--- src/rtl/cpu_ctrl_pkg.sv ---
// Shared control encodings for the multicycle sequencer and the datapath muxes.
package cpu_ctrl_pkg;

  typedef logic [5:0] opcode_t;
  typedef logic [5:0] funct_t;
  typedef logic [1:0] sel_t;
  typedef logic [2:0] alu_op_t;

  // PC value loaded by the datapath when pc_src selects the jump/reset path on a trap
  localparam logic [31:0] RESET_VEC = 32'h0000_0000;

  typedef enum logic [3:0] {
    StIdle,
    StFetch,
    StDecode,
    StExecR,
    StExecI,
    StAddr,
    StMemRd,
    StMemWr,
    StWbR,
    StWbI,
    StWbMem,
    StBranch,
    StJump,
    StTrap
  } state_e;

  typedef enum logic [2:0] {
    ClsRtype,
    ClsAddi,
    ClsLoad,
    ClsStore,
    ClsBranch,
    ClsJump,
    ClsIllegal
  } iclass_e;

  localparam opcode_t OpRtype = 6'h00;
  localparam opcode_t OpAddi  = 6'h08;
  localparam opcode_t OpLw    = 6'h23;
  localparam opcode_t OpSw    = 6'h2B;
  localparam opcode_t OpBeq   = 6'h04;
  localparam opcode_t OpJ     = 6'h02;

  localparam funct_t FnAdd = 6'h20;
  localparam funct_t FnSub = 6'h22;
  localparam funct_t FnAnd = 6'h24;
  localparam funct_t FnNot = 6'h27;
  localparam funct_t FnSlt = 6'h2A;

  localparam sel_t ASelPc   = 2'd0;
  localparam sel_t ASelRegA = 2'd1;
  localparam sel_t ASelNotA = 2'd2;
  localparam sel_t ASelMdr  = 2'd3;

  localparam sel_t BSelRegB   = 2'd0;
  localparam sel_t BSelFour   = 2'd1;
  localparam sel_t BSelImm    = 2'd2;
  localparam sel_t BSelImmSh2 = 2'd3;

  localparam alu_op_t AluPassA = 3'd0;
  localparam alu_op_t AluAdd   = 3'd1;
  localparam alu_op_t AluSub   = 3'd2;
  localparam alu_op_t AluAnd   = 3'd3;
  localparam alu_op_t AluSlt   = 3'd7;

  localparam sel_t PcSrcAlu    = 2'd0;
  localparam sel_t PcSrcAluOut = 2'd1;
  localparam sel_t PcSrcJump   = 2'd2;

endpackage

--- src/rtl/alu_operand_seq_if.sv ---
// Control bus between the sequencer (master) and the datapath/IR/memory side (slave).
interface alu_operand_seq_if;
  import cpu_ctrl_pkg::*;

  opcode_t opcode;
  funct_t  funct;
  logic    zero;
  logic    mem_ready;

  sel_t    alu_a_sel;
  sel_t    alu_b_sel;
  alu_op_t alu_op;
  logic    mem_read;
  logic    mem_write;
  logic    ir_write;
  logic    pc_write;
  logic    reg_write;
  logic    aluout_write;
  sel_t    pc_src;
  logic    reg_dst;
  logic    mem_to_reg;
  logic    trap;

  modport master (
    input  opcode, funct, zero, mem_ready,
    output alu_a_sel, alu_b_sel, alu_op, mem_read, mem_write, ir_write, pc_write,
           reg_write, aluout_write, pc_src, reg_dst, mem_to_reg, trap
  );

  modport slave (
    output opcode, funct, zero, mem_ready,
    input  alu_a_sel, alu_b_sel, alu_op, mem_read, mem_write, ir_write, pc_write,
           reg_write, aluout_write, pc_src, reg_dst, mem_to_reg, trap
  );
endinterface

--- src/rtl/instr_class_decode.sv ---
// Combinational opcode/funct classifier: instruction class plus R-type legality and ALU op.
module instr_class_decode
  import cpu_ctrl_pkg::*;
(
  input  opcode_t opcode,
  input  funct_t  funct,
  output iclass_e iclass,
  output logic    funct_legal,
  output logic    funct_is_not,
  output alu_op_t funct_op
);

  // Opcode to instruction class; anything unlisted is illegal
  always_comb begin
    iclass = ClsIllegal;
    unique case (opcode)
      OpRtype: iclass = ClsRtype;
      OpAddi:  iclass = ClsAddi;
      OpLw:    iclass = ClsLoad;
      OpSw:    iclass = ClsStore;
      OpBeq:   iclass = ClsBranch;
      OpJ:     iclass = ClsJump;
      default: iclass = ClsIllegal;
    endcase
  end

  // R-type funct to ALU op; 'not' passes the inverted A operand straight through
  always_comb begin
    funct_legal  = 1'b1;
    funct_is_not = 1'b0;
    funct_op     = AluPassA;
    unique case (funct)
      FnAdd:   funct_op = AluAdd;
      FnSub:   funct_op = AluSub;
      FnAnd:   funct_op = AluAnd;
      FnSlt:   funct_op = AluSlt;
      FnNot:   funct_is_not = 1'b1;
      default: funct_legal = 1'b0;
    endcase
  end

endmodule

--- src/rtl/alu_operand_seq.sv ---
// Multicycle control sequencer: drives ALU operand selects, ALU op and datapath strobes.
module alu_operand_seq
  import cpu_ctrl_pkg::*;
(
  input  logic               clk,
  input  logic               reset_n,
  alu_operand_seq_if.master  bus
);

  state_e  state_q, state_d;
  iclass_e iclass;
  logic    funct_legal;
  logic    funct_is_not;
  alu_op_t funct_op;

  instr_class_decode u_decode (
    .opcode       (bus.opcode),
    .funct        (bus.funct),
    .iclass       (iclass),
    .funct_legal  (funct_legal),
    .funct_is_not (funct_is_not),
    .funct_op     (funct_op)
  );

  // State register; reset forces IDLE so every output drops immediately
  always_ff @(posedge clk or negedge reset_n) begin
    if (!reset_n) begin
      state_q <= StIdle;
    end else begin
      state_q <= state_d;
    end
  end

  // Next state and outputs; only FETCH and BRANCH strobes look at inputs
  always_comb begin
    state_d          = state_q;
    bus.alu_a_sel    = ASelPc;
    bus.alu_b_sel    = BSelRegB;
    bus.alu_op       = AluPassA;
    bus.mem_read     = 1'b0;
    bus.mem_write    = 1'b0;
    bus.ir_write     = 1'b0;
    bus.pc_write     = 1'b0;
    bus.reg_write    = 1'b0;
    bus.aluout_write = 1'b0;
    bus.pc_src       = PcSrcAlu;
    bus.reg_dst      = 1'b0;
    bus.mem_to_reg   = 1'b0;
    bus.trap         = 1'b0;

    unique case (state_q)
      StIdle: state_d = StFetch;
      StFetch: begin
        bus.mem_read  = 1'b1;
        bus.alu_a_sel = ASelPc;
        bus.alu_b_sel = BSelFour;
        bus.alu_op    = AluAdd;
        bus.pc_src    = PcSrcAlu;
        bus.ir_write  = bus.mem_ready;
        bus.pc_write  = bus.mem_ready;
        if (bus.mem_ready) state_d = StDecode;
      end
      StDecode: begin
        // Speculatively compute the branch target into ALUOut
        bus.alu_a_sel    = ASelPc;
        bus.alu_b_sel    = BSelImmSh2;
        bus.alu_op       = AluAdd;
        bus.aluout_write = 1'b1;
        unique case (iclass)
          ClsRtype:            state_d = StExecR;
          ClsAddi:             state_d = StExecI;
          ClsLoad, ClsStore:   state_d = StAddr;
          ClsBranch:           state_d = StBranch;
          ClsJump:             state_d = StJump;
          default:             state_d = StTrap;
        endcase
      end
      StExecR: begin
        if (funct_legal) begin
          bus.alu_a_sel    = funct_is_not ? ASelNotA : ASelRegA;
          bus.alu_b_sel    = BSelRegB;
          bus.alu_op       = funct_op;
          bus.aluout_write = 1'b1;
          state_d          = StWbR;
        end else begin
          state_d = StTrap;
        end
      end
      StExecI, StAddr: begin
        bus.alu_a_sel    = ASelRegA;
        bus.alu_b_sel    = BSelImm;
        bus.alu_op       = AluAdd;
        bus.aluout_write = 1'b1;
        if (state_q == StExecI)       state_d = StWbI;
        else if (iclass == ClsStore)  state_d = StMemWr;
        else                          state_d = StMemRd;
      end
      StMemRd: begin
        bus.mem_read = 1'b1;
        if (bus.mem_ready) state_d = StWbMem;
      end
      StMemWr: begin
        bus.mem_write = 1'b1;
        if (bus.mem_ready) state_d = StFetch;
      end
      StWbR: begin
        bus.reg_write = 1'b1;
        bus.reg_dst   = 1'b1;
        state_d       = StFetch;
      end
      StWbI: begin
        bus.reg_write = 1'b1;
        state_d       = StFetch;
      end
      StWbMem: begin
        bus.reg_write  = 1'b1;
        bus.mem_to_reg = 1'b1;
        state_d        = StFetch;
      end
      StBranch: begin
        bus.alu_a_sel = ASelRegA;
        bus.alu_b_sel = BSelRegB;
        bus.alu_op    = AluSub;
        bus.pc_src    = PcSrcAluOut;
        bus.pc_write  = bus.zero;
        state_d       = StFetch;
      end
      StJump: begin
        bus.pc_src   = PcSrcJump;
        bus.pc_write = 1'b1;
        state_d      = StFetch;
      end
      StTrap: begin
        bus.trap     = 1'b1;
        bus.pc_src   = PcSrcJump;
        bus.pc_write = 1'b1;
        state_d      = StFetch;
      end
      default: state_d = StIdle;
    endcase
  end

endmodule
--- src/flat_wrapper.sv ---
// flat-port wrapper written by rule: the top's interface ports become plain ports
module alu_operand_seq_flat import cpu_ctrl_pkg::*;
  (clk, reset_n, bus_opcode, bus_funct, bus_zero, bus_mem_ready, bus_alu_a_sel, bus_alu_b_sel, bus_alu_op, bus_mem_read, bus_mem_write, bus_ir_write, bus_pc_write, bus_reg_write, bus_aluout_write, bus_pc_src, bus_reg_dst, bus_mem_to_reg, bus_trap);
  alu_operand_seq_if bus_i ();
  input  logic clk;
  input  logic reset_n;
  input wire logic [$bits(bus_i.opcode)-1:0] bus_opcode;
  input wire logic [$bits(bus_i.funct)-1:0] bus_funct;
  input wire logic [$bits(bus_i.zero)-1:0] bus_zero;
  input wire logic [$bits(bus_i.mem_ready)-1:0] bus_mem_ready;
  output wire logic [$bits(bus_i.alu_a_sel)-1:0] bus_alu_a_sel;
  output wire logic [$bits(bus_i.alu_b_sel)-1:0] bus_alu_b_sel;
  output wire logic [$bits(bus_i.alu_op)-1:0] bus_alu_op;
  output wire logic [$bits(bus_i.mem_read)-1:0] bus_mem_read;
  output wire logic [$bits(bus_i.mem_write)-1:0] bus_mem_write;
  output wire logic [$bits(bus_i.ir_write)-1:0] bus_ir_write;
  output wire logic [$bits(bus_i.pc_write)-1:0] bus_pc_write;
  output wire logic [$bits(bus_i.reg_write)-1:0] bus_reg_write;
  output wire logic [$bits(bus_i.aluout_write)-1:0] bus_aluout_write;
  output wire logic [$bits(bus_i.pc_src)-1:0] bus_pc_src;
  output wire logic [$bits(bus_i.reg_dst)-1:0] bus_reg_dst;
  output wire logic [$bits(bus_i.mem_to_reg)-1:0] bus_mem_to_reg;
  output wire logic [$bits(bus_i.trap)-1:0] bus_trap;
  assign bus_i.opcode = bus_opcode;
  assign bus_i.funct = bus_funct;
  assign bus_i.zero = bus_zero;
  assign bus_i.mem_ready = bus_mem_ready;
  assign bus_alu_a_sel = bus_i.alu_a_sel;
  assign bus_alu_b_sel = bus_i.alu_b_sel;
  assign bus_alu_op = bus_i.alu_op;
  assign bus_mem_read = bus_i.mem_read;
  assign bus_mem_write = bus_i.mem_write;
  assign bus_ir_write = bus_i.ir_write;
  assign bus_pc_write = bus_i.pc_write;
  assign bus_reg_write = bus_i.reg_write;
  assign bus_aluout_write = bus_i.aluout_write;
  assign bus_pc_src = bus_i.pc_src;
  assign bus_reg_dst = bus_i.reg_dst;
  assign bus_mem_to_reg = bus_i.mem_to_reg;
  assign bus_trap = bus_i.trap;
  alu_operand_seq u_core (.clk(clk), .reset_n(reset_n), .bus(bus_i));
endmodule
--- config.mk ---
export PLATFORM = sky130hd
export DESIGN_NAME = alu_operand_seq_flat
export DESIGN_NICKNAME = d
export VERILOG_FILES = /design/src/rtl/cpu_ctrl_pkg.sv /design/src/rtl/alu_operand_seq_if.sv /design/src/rtl/instr_class_decode.sv /design/src/rtl/alu_operand_seq.sv /design/src/flat_wrapper.sv
export SDC_FILE = /design/constraint.sdc
export NUM_CORES = 1
export LEC_CHECK = 0
export BUFFER_PORTS_ARGS = -buffer_cell sky130_fd_sc_hd__buf_2
export CORE_MARGIN = 10
export CORE_UTILIZATION = 38
export DETAILED_ROUTE_END_ITERATION = 12
export PLACE_DENSITY = 0.81
export SYNTH_ARGS = -nofsm -noshare
export SYNTH_HDL_FRONTEND = slang
export SYNTH_SLANG_ARGS = --single-unit
--- constraint.sdc ---
create_clock -name clk -period 1.1 [get_ports clk]
set_input_delay 0.11 -clock clk [delete_from_list [all_inputs] [get_ports clk]]
set_output_delay 0.11 -clock clk [all_outputs]
set_load 0.03 [all_outputs]
==> metrics.md, run 1 <==
| Metric | Value |
|---|---|
| Top-area cell type share of the netlist area | `16.6%` |
| Mapped Avg Cell Area | `6.84 µm²` |
| Post-CTS Hold Fix Bufs | `1` |
| Initial core utilization | `40.0%` |
| Commonest cells in the netlist | `10 x a21oi_1, 9 x nor2_1, 9 x nor3_1, 4 x and3_1, 4 x dfrtp_1` |
| Synthesized flop and latch total | `4` |
| Die H | `59.8 µm` |
| CTS Sinks | `4` |
| Sequential element share of the synthesized area | `16.6%` |
| Post-Place Cell Area | `1190 µm²` |
| Die W | `59.8 µm` |
| Largest area contributor in the netlist | `dfrtp_1` |
| Netlist Area Pre-Place | `602 µm²` |
| Port Buffer Count | `33` |
| Status | `stopped before the end` |
| Top Ports | `34` |
| CTS Buf Count | `3` |
| Yosys warns | `0` |
| Global placer's final weighted congestion | `0.897` |
| Net Count, Synth | `104` |
| Post-Synthesis Cells | `88` |
| Failed at | `4_1_cts` |
| Row cnt | `14` |
| Ys async rst share | `100%` |
| Ys flop type | `dfrtp_1` |
| Post-cts resize count | `61` |
| Post-synth EDFFs | `0` |
| Netlist cell types | `40` |
| CTS H-Tree Depth | `1` |
| Root Buffer | `clkbuf_4` |
| CTS Buffer Depth | `2` |
| Error | `[ERROR DPL-0038] Utilization greater than 100%, impossible to legalize` |
| Post-CTS setup repair buffer count | `12` |
| Most frequent cell after synthesis | `a21oi_1` |
| HPWL after DPL | `2260 µm` |
| Top post-synthesis cells by area | `dfrtp_1 17%, a21oi_1 8.3%, nor3_1 7.5%, nor2_1 5.6%, and3_1 4.2%` |
metrics by stage:
stage / std cells / utilization [%] / TNS (ps) / hold WS [ps] / worst slack (ps)
floorplan: 88 / - / -1300 / -186 / -150
global placement: 166 / 79.3 / -4050 / -85.0 / -292
detailed placement: 166 / 79.3 / -4600 / -77.1 / -318
logic make-up after synthesis:
logic type | count (synthesis) | share of synthesized area (%)
multiplexers | 1 | 1.87
AO/OA/AOI/OAI | 28 | 31.0
AND/OR/NAND/NOR | 45 | 42.4
XOR/XNOR | 2 | 2.91
flip-flops | 4 | 16.6
buffers and inverters | 8 | 5.20
==> run 2: changes to the inputs <==
CORE_AREA = 10 10 71 73   (was unset)
CORE_MARGIN = unset   (was 10)
CORE_UTILIZATION = unset   (was 38)
DIE_AREA = 0 0 81 83   (was unset)
PLACE_DENSITY = unset   (was 0.81)
PLACE_DENSITY_LB_ADDON = 0.15   (was unset)
clock period = 1.45 ns   (was 1.1 ns; I/O delays follow)
==> run 2 against run 1 <==
  * The flow now finishes, with violations (negative setup slack)
  * Synthesized area unchanged
  * Synthesized cell count unchanged
==> metrics.md, run 2 <==
| Metric | Value |
|---|---|
| Pwr dens | `2030 nW/µm²` |
| Vias/cell | `4.54` |
| Die W | `81 µm (+35%)` |
| Initial antenna violation count | `0` |
| Die H | `83 µm (+39%)` |
| ANT cells | `0` |
| CTS tree | `built` |
| DRC | `0` |
| CTS Sinks | `4 (unchanged)` |
| Min Tclk post-route | `1510 ps` |
| Sequential element share of the synthesized area | `16.6% (unchanged)` |
| Rel. slew slack | `75.3%` |
| Most frequent cell after synthesis | `a21oi_1` |
| Post-Synthesis Cells | `88 (unchanged)` |
| Adder-Cell Fraction of Synth Area | `0% (unchanged)` |
| Initial core utilization | `16.6% (-23 points)` |
| Crit path kind | `register to output pin` |
| First-pass GRT wire length | `4140 µm` |
| Grt ovf | `0` |
| Hold_ws | `267 ps` |
| Critical Path AT | `1370 ps` |
| Netlist Area Pre-Place | `602 µm² (unchanged)` |
| Final ANT Viol Nets | `0` |
| Final Slew Violations | `0` |
| Xor and xnor area share after synthesis | `2.91% (unchanged)` |
| Area grow syn2layout | `110%` |
| HPWL after DPL | `2080 µm (-8.0%)` |
| Top post-synthesis cells by area | `dfrtp_1 17%, a21oi_1 8.3%, nor3_1 7.5%, nor2_1 5.6%, and3_1 4.2%` |
| Netlist cell types | `40 (unchanged)` |
| Via count | `889` |
| Max-Cap Viols | `0` |
| DP Worst Slack | `-56.0 ps (+261 ps)` |
| Leak | `0.568 nW` |
| Worst setup margin | `-60.7 ps` |
| DR pass1 iterations | `4` |
| Failing checks | `negative setup slack` |
| Final Hold Viols | `0` |
| Global placer's final weighted congestion | `0.695 (-23%)` |
| Detailed Route Iter0 Violations | `42` |
| Commonest cells in the netlist | `10 x a21oi_1, 9 x nor2_1, 9 x nor3_1, 4 x and3_1, 4 x dfrtp_1` |
| Ys async rst share | `100% (unchanged)` |
| Reg2reg path depth | `4` |
| Worst-Skew Late Latency | `210 ps` |
| Net Count, Synth | `104 (unchanged)` |
| Post-synthesis mux area share | `1.87% (unchanged)` |
| Post-Route Utilization | `34.8%` |
| Clock-pin slew on the worst setup and hold paths | `30 ps` |
| RSZ-0062 raised after global routing | `yes` |
| Ys flop type | `dfrtp_1` |
| CTS Buf Count | `3 (unchanged)` |
| Mapped Avg Cell Area | `6.84 µm² (unchanged)` |
| CP Capture Type | `output pin` |
| Commonest cells after routing, fill and taps aside | `33 x buf_4, 16 x buf_2, 10 x buf_6, 8 x nor2_1` |
| Top Ports | `34 (unchanged)` |
| Yosys warns | `0 (unchanged)` |
| Most common cell after layout, fill and taps aside | `buf_4` |
| Largest family of logic cells by synthesized area | `simple AND/OR/NAND/NOR gates` |
| Compound-Gate Fraction of Synth Area | `31.0% (unchanged)` |
| Die Area | `6720 µm²` |
| CTS H-Tree Depth | `1 (unchanged)` |
| CTS Buffer Depth | `2 (unchanged)` |
| CP max FO | `3` |
| Total GRT Usage | `7.21%` |
| Worst Setup Start Kind | `register` |
| Status | `finished with violations` |
| Port Buffer Count | `33 (unchanged)` |
| Largest area contributor in the netlist | `dfrtp_1` |
| Share of cells above drive strength 1 | `64.2%` |
| Hold crit path type | `input port to asynchronous set/reset pin` |
| Fmax | `0.662 GHz` |
| Final setup fails | `6` |
| Top-area cell type share of the netlist area | `16.6% (unchanged)` |
| Total wire length | `2620 µm` |
| Worst-Margin Slew | `366 ps` |
| Synthesized flop and latch total | `4 (unchanged)` |
| Pin count of the biggest net entering global routing | `15` |
| Worst EP required | `1310 ps` |
| Root Buffer | `clkbuf_8` |
| Row cnt | `22 (+8)` |
| Post-synth EDFFs | `0 (unchanged)` |
| VDD IR-drop max | `0.595 mV` |
| Worst Skew | `1.76 ps` |
| Period utilization | `104%` |
| Number of global-route vias before repair | `871` |
| Area of the core | `3630 µm²` |
| Synth Area in Simple Gates | `42.4% (unchanged)` |
| WL/cell | `13.4 µm` |
| Max FFs per register | `4` |
| Nets | `166` |
| Largest registers | `u_core.state_q (4)` |
| Biggest register | `u_core.state_q` |
run 2: cells by family (layout without fill, tap and decap cells):
kind of cell / after synthesis / in the layout
and+or+nand+nor: 45 / 45
AOI/OAI and AO/OA: 28 / 28
buffers and inverters: 8 / 68
DFF: 4 / 4
xor gates and xnor gates: 2 / 2
muxes: 1 / 1
run 2: through the flow:
stage	TNS (ps)	instance area (µm²)	power [mW]	std cells
finish	-182	1270	2.57	196
global route	-836	1270	2.75	196
CTS	-382	1160	2.33	191
detailed placement	-87.4	978	1.84	184
global placement	-25.1	978	1.84	184
floorplan	-204	627	1.21	88
run 2: worst max-delay path: stages, from the launching register on:
cell	delay, ps
dfrtp_1	390
nor2b_4	150
buf_6	110
and2_4	140
a211o_1	230
buf_6	140
run 2: final timing paths:
path | endpoint | startpoint | slack, ps
max in group asynchronous | u_core.state_q[3] | reset_n | 1060
max reg2reg | u_core.state_q[1] | u_core.state_q[1] | 20
max | bus_pc_write | u_core.state_q[2] | -60
min reg2reg | u_core.state_q[1] | u_core.state_q[3] | 780
min | u_core.state_q[0] | reset_n | 270
min in group clk | u_core.state_q[3] | bus_opcode[2] | 350
run 2: timing repair:
item / 4_1_cts / 5_1_grt
resized for setup: 32 / 25
hold buffers: 1 / 0
pin swaps: 5 / 8
setup endpoints to repair: 15 / 17
setup buffers: 3 / 5
hold endpoints to repair: 4 / 0
run 2: power by group:
part | total [mW] | switching, mW | leakage (nW) | internal [mW]
registers | 0.252 | 0.0855 | 0.0472 | 0.166
logic | 2.09 | 1.10 | 0.499 | 0.997
clock network | 0.223 | 0.0472 | 0.0216 | 0.176
total | 2.57 | 1.23 | 0.568 | 1.34
run 2: area by class of cell:
| type | instances | area, µm² |
|---|---|---|
| flip-flops and latches | 4 | 103 |
| fillers | 416 | 2370 |
| multi-input cells | 76 | 582 |
| inverters | 4 | 15.0 |
| well taps | 48 | 60.1 |
| repair buffers | 61 | 465 |
| clock buffers | 3 | 41.3 |
run 2: routing by layer:
metal	vias up	GRT usage (%)	wire [µm]
li1	453	-	-
met1	416	8.90	1170
met2	20	12.2	1300
met3	0	1.94	155
met4	0	0.939	0
met5	-	0	0
No activity file was read; power rests on OpenSTA's default activity.
